`src/rtl/uart_pix_packer.sv`:
```
`default_nettype none
// ============================================================================
// Module   : uart_pix_packer
// Purpose  : Hunts for a two-byte frame header in the UART byte stream and
//            unpacks RGB444 pixels (3 bytes -> 2 pixels) for the frame RAM.
// Revision : 1.0
// ============================================================================
module uart_pix_packer #(
   parameter int         W        = 3,
   parameter int         H        = 2,
   parameter logic [7:0] RX_STATE = 8'h02,
   parameter logic [7:0] HDR0     = 8'hA5,
   parameter logic [7:0] HDR1     = 8'h5A,
   parameter int         TIMEOUT  = 50000
) (
   input  logic        i_clk_sys,
   input  logic        i_rst_n,
   input  logic [7:0]  state,
   input  logic        i_byte_vld,
   input  logic [7:0]  i_byte,
   output logic        rx_valid,
   output logic [11:0] rx_data,
   output logic [14:0] pix_cnt,
   output logic        frame_done,
   output logic        rx_err,
   output logic        busy
);

   localparam int          c_TW     = $clog2(TIMEOUT + 1);
   localparam logic [c_TW-1:0] c_TO_MAX = c_TW'(TIMEOUT - 1);
   localparam logic [14:0] c_LAST   = 15'(W * H - 1);

   typedef enum logic [2:0] {
      HUNT0 = 3'd0,
      HUNT1 = 3'd1,
      B0    = 3'd2,
      B1    = 3'd3,
      B2    = 3'd4
   } fsm_t;

   fsm_t             r_fsm,   w_fsm_nxt;
   logic [7:0]       r_hi,    w_hi_nxt;
   logic [3:0]       r_lo_hi, w_lo_nxt;
   logic [c_TW-1:0]  r_idle,  w_idle_nxt;
   logic             w_valid_nxt, w_done_nxt, w_err_nxt;
   logic [11:0]      w_data_nxt;
   logic [14:0]      w_cnt_nxt;
   logic             w_accept, w_last, w_in_payload;

   assign w_accept     = i_byte_vld && (state == RX_STATE);
   assign w_last       = (pix_cnt == c_LAST);
   assign w_in_payload = (r_fsm == B0) || (r_fsm == B1) || (r_fsm == B2);
   assign busy         = (r_fsm != HUNT0);

   always_comb begin
      w_fsm_nxt   = r_fsm;
      w_hi_nxt    = r_hi;
      w_lo_nxt    = r_lo_hi;
      w_idle_nxt  = '0;
      w_valid_nxt = 1'b0;
      w_data_nxt  = rx_data;
      w_cnt_nxt   = pix_cnt;
      w_done_nxt  = 1'b0;
      w_err_nxt   = 1'b0;

      if (state != RX_STATE) begin
         w_fsm_nxt = HUNT0;
      end else if (w_accept) begin
         case (r_fsm)
            HUNT0: if (i_byte == HDR0) w_fsm_nxt = HUNT1;
            HUNT1: begin
               if (i_byte == HDR1) begin
                  w_fsm_nxt = B0;
                  w_cnt_nxt = '0;
               end else if (i_byte != HDR0) begin
                  w_fsm_nxt = HUNT0;
               end
            end
            B0: begin
               w_hi_nxt  = i_byte;
               w_fsm_nxt = B1;
            end
            B1: begin
               w_valid_nxt = 1'b1;
               w_data_nxt  = {r_hi, i_byte[7:4]};
               w_lo_nxt    = i_byte[3:0];
               w_cnt_nxt   = pix_cnt + 15'd1;
               w_done_nxt  = w_last;
               w_fsm_nxt   = w_last ? HUNT0 : B2;
            end
            B2: begin
               w_valid_nxt = 1'b1;
               w_data_nxt  = {r_lo_hi, i_byte};
               w_cnt_nxt   = pix_cnt + 15'd1;
               w_done_nxt  = w_last;
               w_fsm_nxt   = w_last ? HUNT0 : B0;
            end
            default: w_fsm_nxt = HUNT0;
         endcase
      end else if (w_in_payload) begin
         // Silence inside a frame: abort once the inter-byte gap is exhausted
         if (r_idle == c_TO_MAX) begin
            w_err_nxt = 1'b1;
            w_fsm_nxt = HUNT0;
         end else begin
            w_idle_nxt = r_idle + c_TW'(1);
         end
      end
   end

   always_ff @(posedge i_clk_sys or negedge i_rst_n) begin
      if (!i_rst_n) begin
         r_fsm      <= HUNT0;
         r_hi       <= '0;
         r_lo_hi    <= '0;
         r_idle     <= '0;
         rx_valid   <= 1'b0;
         rx_data    <= '0;
         pix_cnt    <= '0;
         frame_done <= 1'b0;
         rx_err     <= 1'b0;
      end else begin
         r_fsm      <= w_fsm_nxt;
         r_hi       <= w_hi_nxt;
         r_lo_hi    <= w_lo_nxt;
         r_idle     <= w_idle_nxt;
         rx_valid   <= w_valid_nxt;
         rx_data    <= w_data_nxt;
         pix_cnt    <= w_cnt_nxt;
         frame_done <= w_done_nxt;
         rx_err     <= w_err_nxt;
      end
   end

endmodule
`default_nettype wire

```
`config.mk`:
```
export PLATFORM = sky130hd
export DESIGN_NAME = uart_pix_packer
export DESIGN_NICKNAME = d
export VERILOG_FILES = /design/src/rtl/uart_pix_packer.sv
export SDC_FILE = /design/constraint.sdc
export NUM_CORES = 1
export LEC_CHECK = 0
export CORE_MARGIN = 2
export CORE_UTILIZATION = 58
export CTS_CLUSTER_SIZE = 10
export DETAILED_ROUTE_END_ITERATION = 6
export PLACE_DENSITY_LB_ADDON = 0.3
export SETUP_SLACK_MARGIN = 0.1
export SLEW_MARGIN = 20
export SYNTH_ARGS = -nofsm -noshare
export SYNTH_HDL_FRONTEND = slang
export SYNTH_SLANG_ARGS = --single-unit
```
`constraint.sdc`:
```
create_clock -name i_clk_sys -period 3.3 [get_ports i_clk_sys]
set_input_delay 0.495 -clock i_clk_sys [delete_from_list [all_inputs] [get_ports i_clk_sys]]
set_output_delay 0.495 -clock i_clk_sys [all_outputs]
set_load 0.1 [all_outputs]
```
Word level (Yosys, flattened, before mapping). Cells that the tools add are included.

Input port bits: 19. Output and inout bits: 31. Register bits: 61. Logic and storage cells: 68.

Equal/unequal tests: 14. Mux-type cells: 27. Bitwise gates (word level): 1. $add $sub $neg: 2. Reduce and logical (&&, ||, !) cells: 15.

Operators with widths (number): 16-bit 2-to-1 mux (4); 15-bit case mux with 2 select lines (1); 3-bit 2-to-1 mux (8); 12-bit case mux with 2 select lines (1); 16-bit by 1-bit adder with 16-bit output (second input constant) (1); 16-bit == test (second input constant) (1); 15-bit by 1-bit adder with 15-bit output (second input constant) (1); 15-bit by 3-bit == test with 1-bit output (second input constant) (1); 15-bit 2-to-1 mux (1); 3-bit case mux with 5 select lines (1); 1-bit 2-to-1 mux (10); 3-bit AND reduction (3); 3-bit nonzero test (3); 8-bit by 2-bit == test with 1-bit output (second input constant) (1); 8-bit by 7-bit == test with 1-bit output (second input constant) (1); 8-bit == test (second input constant) (1); 8-bit by 2-bit != test with 1-bit output (second input constant) (1); 8-bit != test (second input constant) (1); 4-bit AND reduction (2); 3-bit by 2-bit == test with 1-bit output (second input constant) (2); 5-bit != test (second input constant) (1); 4-bit != test (second input constant) (1); 2-bit nonzero test (2); 3-bit by 1-bit == test with 1-bit output (second input constant) (1); 8 further kinds (9).

Logic depth before layout (Yosys ltp).
Word-level depth: 6. Gate-level depth with buffers: 7. Mapped depth without buffers: 6.

Worst setup path before layout. OpenSTA, ideal clock, no wires.

Kind: reg2reg. From: register pix_cnt[0]. To: register pix_cnt[12]. Stages on the path, launching flop included: 6. Setup time: 124 ps. Path slack: 955 ps. Required time: 3176 ps. Arrival time: 2221 ps. Period minus slack after synthesis: 2345 ps. Path buffers: 0. Cells stage by stage: dfrtp_1 -> ha_1 -> nand3_1 -> nand2b_1 -> o211a_1 -> a211o_1.

Longest elaborated chain between the ends: 2.

Ends and longest elaborated chain: from (decl) (RTL line 23) `output logic [14:0] pix_cnt,`; from (signal assigned) (RTL line 129) `pix_cnt <= w_cnt_nxt;`; 15-bit by 1-bit adder with 15-bit output (RTL line 87, 94); 15-bit case mux with 2 select lines (RTL line 69) `case (r_fsm)`.

Every way passes these cells. A chain may end at the register's enable or synchronous reset.

Worst setup path in the final report.
From: register pix_cnt[6]. To: output pix_cnt[6].

No word-level cell between the ends.

==> results <==
- The first-pass GRT wire length is 12.20 mm.
- During synthesis, Yosys emitted a total of 0 warnings.
- The cell area after synthesis is 3179 um^2.
- The floorplan row count is 26.
- The final core utilization is 74.21%.
- The post-synthesis cell type count is 61.
- Setup repair after global routing left no endpoint under its margin.
- Summed over all nets, the half-perimeter wirelength after detailed placement is 5.139 mm.
- Setup violations remaining at the end of the flow were counted as 0.
- Global routing consumed, on the met1 layer, 30.98% of the routing resources.
- For met2 alone, demand over resource in global routing was 42.84%.
- After detailed routing, the number of remaining DRC violations is 0.
- The synthesized design devotes to its leading area cell type 48.01% of total area.
- The number of buffers and inverters on the critical path is 1.
- The hold violation count in the final report came to 0.
- The slowest stage of the critical path belongs to the cell clkdlybuf4s50_1.
- After clock tree synthesis, the clock-pin slew on the worst setup and hold paths is 0.07 ns.
- Data arrives at the worst endpoint at 1.95 ns.
- After detailed routing, the average wire length per cell comes to 16.15 um.
- The post-CTS setup buffer count is 0.
- The achievable frequency is 409.3 MHz.
- The kind of critical path is reg -> out.
- At the later pin of the worst-skew pair, clock insertion delay measures 0.34 ns.
- The critical path goes through clkdlybuf4s50_1.
- For this design the ratio of total power to cell area is 390.6 nW/um^2.
- The placeable core area is 5205 um^2.
- For the final database, setup skew stands at 0.009545 ns.
- The number of buffers on the longest clock path is 2.
- The sum of negative setup slack is 0 ns.
- In the synthesized netlist the async set-or-reset flop fraction comes to 100.0%.
- For this run, the slowest stage of the critical path takes 1.17 ns.
- The final-report max-slew violation count is 0.
- The post-synthesis cell type with the largest combined area is dfrtp_1.
- STA puts the critical path data required time at 2.80 ns.
- Along the worst path, the maximum fanout reaches 7.
- The reported max-cap violation count is 0.
- The worst-case headroom to the max-slew limit is 34.60%.
- Yosys attributes the largest share of cell area to dfrtp_1 48%, nor2_1 4.4%, mux2_2 4.3%.
- In this run the number of H-tree levels came out at 3.
- The number of global-route vias before repair was 2561.
- IR analysis of the VDD net gives a maximum drop of 315.5 uV.
- After synthesis, flip-flops and latches occupy 48.01% of the total area.
- The routed layout has 2657 vias.
- The endpoint class of the critical path is a primary output.
- The number of storage elements in the synthesis netlist is 61.
- The area growth from synthesis to layout is 21.49%.
- met2 is the most crowded layer.
- The final period utilization is 74.04%.
- The violation count after the first detailed-routing iteration is 205.
- In this run, post-CTS hold repair placed 0 buffers.
- The run finished with clean final reports.
- The net count after synthesis is 341.
- Global routing finished with a remaining overflow of 0.
- The die is 78.04 um tall.
- The TritonCTS clock tree is built.
- Among all flip-flop cells after synthesis, the most frequent one is dfrtp_1.
- The kind of launch point of the worst setup path is a flop.
- 50 I/O pins were placed.
- After the last flow step, the layout net total stands at 389.
- Global routing used 25.62% of the available tracks.
- The routability congestion estimate from global placement is 0.8482.
- TritonCTS created 9 clock buffers.
- The first-pass iteration count of the detailed router is 4.
- The initial antenna violation count is 0.
- The number of synthesized flops with an enable pin is 0.
- For met3 alone, demand over resource in global routing was 4.943%.
- In this run the tool buffered the top-level ports with 49 buffer cells.
- The pin count of the biggest net entering global routing is 33.
- Wires add up to 7.138 mm.
- In this run, post-CTS repair resized a total of 0 instances.
- The mean instance size in the synthesized netlist is 9.966 um^2.
- The post-route netlist has 15.32% of its cells at a drive strength greater than 1.
- For the pin with the worst max-slew slack, the measured transition is 0.9780 ns.
- The root cell of the clock tree is clkbuf_8.
- Using the TritonRoute via totals, the vias-per-cell ratio works out to 6.011.
- Clock tree synthesis found a total of 61 sinks.
- The path class of the tightest hold or removal check is in -> async.
- The floorplan step defined a die boundary enclosing 6089 um^2.
- The shortest clock period the worst path allows after layout is 2.443 ns.
- The post-synthesis cell count is 319.
- The initial utilization of the core area, before any placement, comes to 61.08%.
- The detail route stage leaves a number of antenna-violating nets equal to 0.
- The worst setup slack for register-to-register paths is 0.93 ns.
- The overall die width is 78.04 um.
- In this run the static leakage power is 1.605 nW.
- The cell class contributing the biggest share of worst-path delay is buffers and inverters.
- The number of diodes is 0.
## worst paths after layout
check	cells after the start	startpoint	end
min in group i_clk_sys	1	r_idle[0]	r_idle[0]
hold reg to reg	1	r_idle[0]	r_idle[0]
hold / removal	1	i_rst_n	rx_data[1]
setup reg to reg	5	r_fsm[2]	pix_cnt[5]
max in group asynchronous	2	i_rst_n	r_idle[13]
setup / recovery	1	pix_cnt[6]	pix_cnt[6]
## sequential cells by signal, summed over array words and instances (netlist names)
name,flops
frame_done,1
pix_cnt,15
r_fsm,3
r_hi,8
r_idle,16
r_lo_hi,4
rx_data,12
rx_err,1
rx_valid,1
## layout by cell type, fill, tap and decap left out, types with 3 or more instances in the layout
cell and n:
inv_1 10, ha_1 3, nor4_1 9, clkbuf_8 9, xnor2_1 10, nor2_1 37, nand2_1 35, a211o_1 5
mux2_2 12, nand3_1 10, buf_4 11, and3_1 5, dfrtp_1 61, nand4_1 9, o21ai_0 6, nor4bb_1 4
nor3_1 6, clkbuf_1 3, a31oi_1 17, or3_1 4, nand3_2 3, clkdlybuf4s50_1 38, a21oi_1 12
## per-stage QoR
| stage | setup WS (ns) | instances | hold slack (ns) | power (mW) | cell area [um^2] |
|---|---|---|---|---|---|
| 6_report | 0.8567 | 442 | 0.1939 | 1.509 | 3862 |
| 3_3_place_gp | 0.7664 | 426 | 0.4703 | 0.8138 | 3655 |
| 5_1_grt | 0.6427 | 442 | 0.2538 | 1.554 | 3862 |
| 4_1_cts | 0.8500 | 442 | 0.2064 | 1.517 | 3862 |
| 3_5_place_dp | 0.6735 | 426 | 0.4741 | 0.8144 | 3655 |
| 2_1_floorplan | 0.9546 | 319 | 0.1994 | 0.7683 | 3179 |
## cells in the mapped netlist (2+ instances only)
cell type	number
a211o_1	5
a21oi_1	12
a21oi_2	2
a31oi_1	17
and3_1	5
and4_1	2
buf_2	4
buf_4	5
clkbuf_1	3
dfrtp_1	61
ha_1	3
inv_1	10
inv_2	2
mux2_2	12
nand2_1	35
nand2b_1	2
nand3_1	10
nand3_2	3
nand4_1	9
nand4bb_1	2
nor2_1	37
nor3_1	6
nor3b_1	2
nor4_1	9
nor4b_1	2
nor4bb_1	4
o21a_1	2
o21ai_0	6
or3_1	4
or4_1	2
xnor2_1	10
xor2_1	2
## layout make-up
cell class	count	area [um^2]
flip-flops and latches	61	1526
clock inverters	4	72.57
inverters	12	45.04
fillers	369	1343
well taps	70	87.58
repair buffers	50	467.9
clock buffers	12	135.1
multi-input cells	233	1528
## logic make-up (layout without fill, tap and decap cells)
kind of cell	after synthesis	after routing	share of synthesized area, %
buffers and inverters	25	78	3.936
AOI/OAI and AO/OA	56	56	11.81
and+or+nand+nor	149	149	27.19
xor gates and xnor gates	12	12	3.306
adders and majority gates	3	3	1.181
muxes	13	13	4.565
DFF	61	61	48.01
## per-layer routing
layer  vias to the layer above  part of all wire (%)
li1                       1262                     -
met4                         0                   2.8
met5                         -                     0
met1                      1274                    40
met2                       101                    51
met3                        20                   6.1
## power by group
part | switching (mW) | internal (mW) | total (mW) | leakage [nW]
sequential | 0.000124 | 0.748 | 0.748 | 0.837
combinational | 0.0291 | 0.0227 | 0.0518 | 0.668
clock | 0.284 | 0.425 | 0.709 | 0.101
Note: power is estimated with default switching activity, not from simulation.
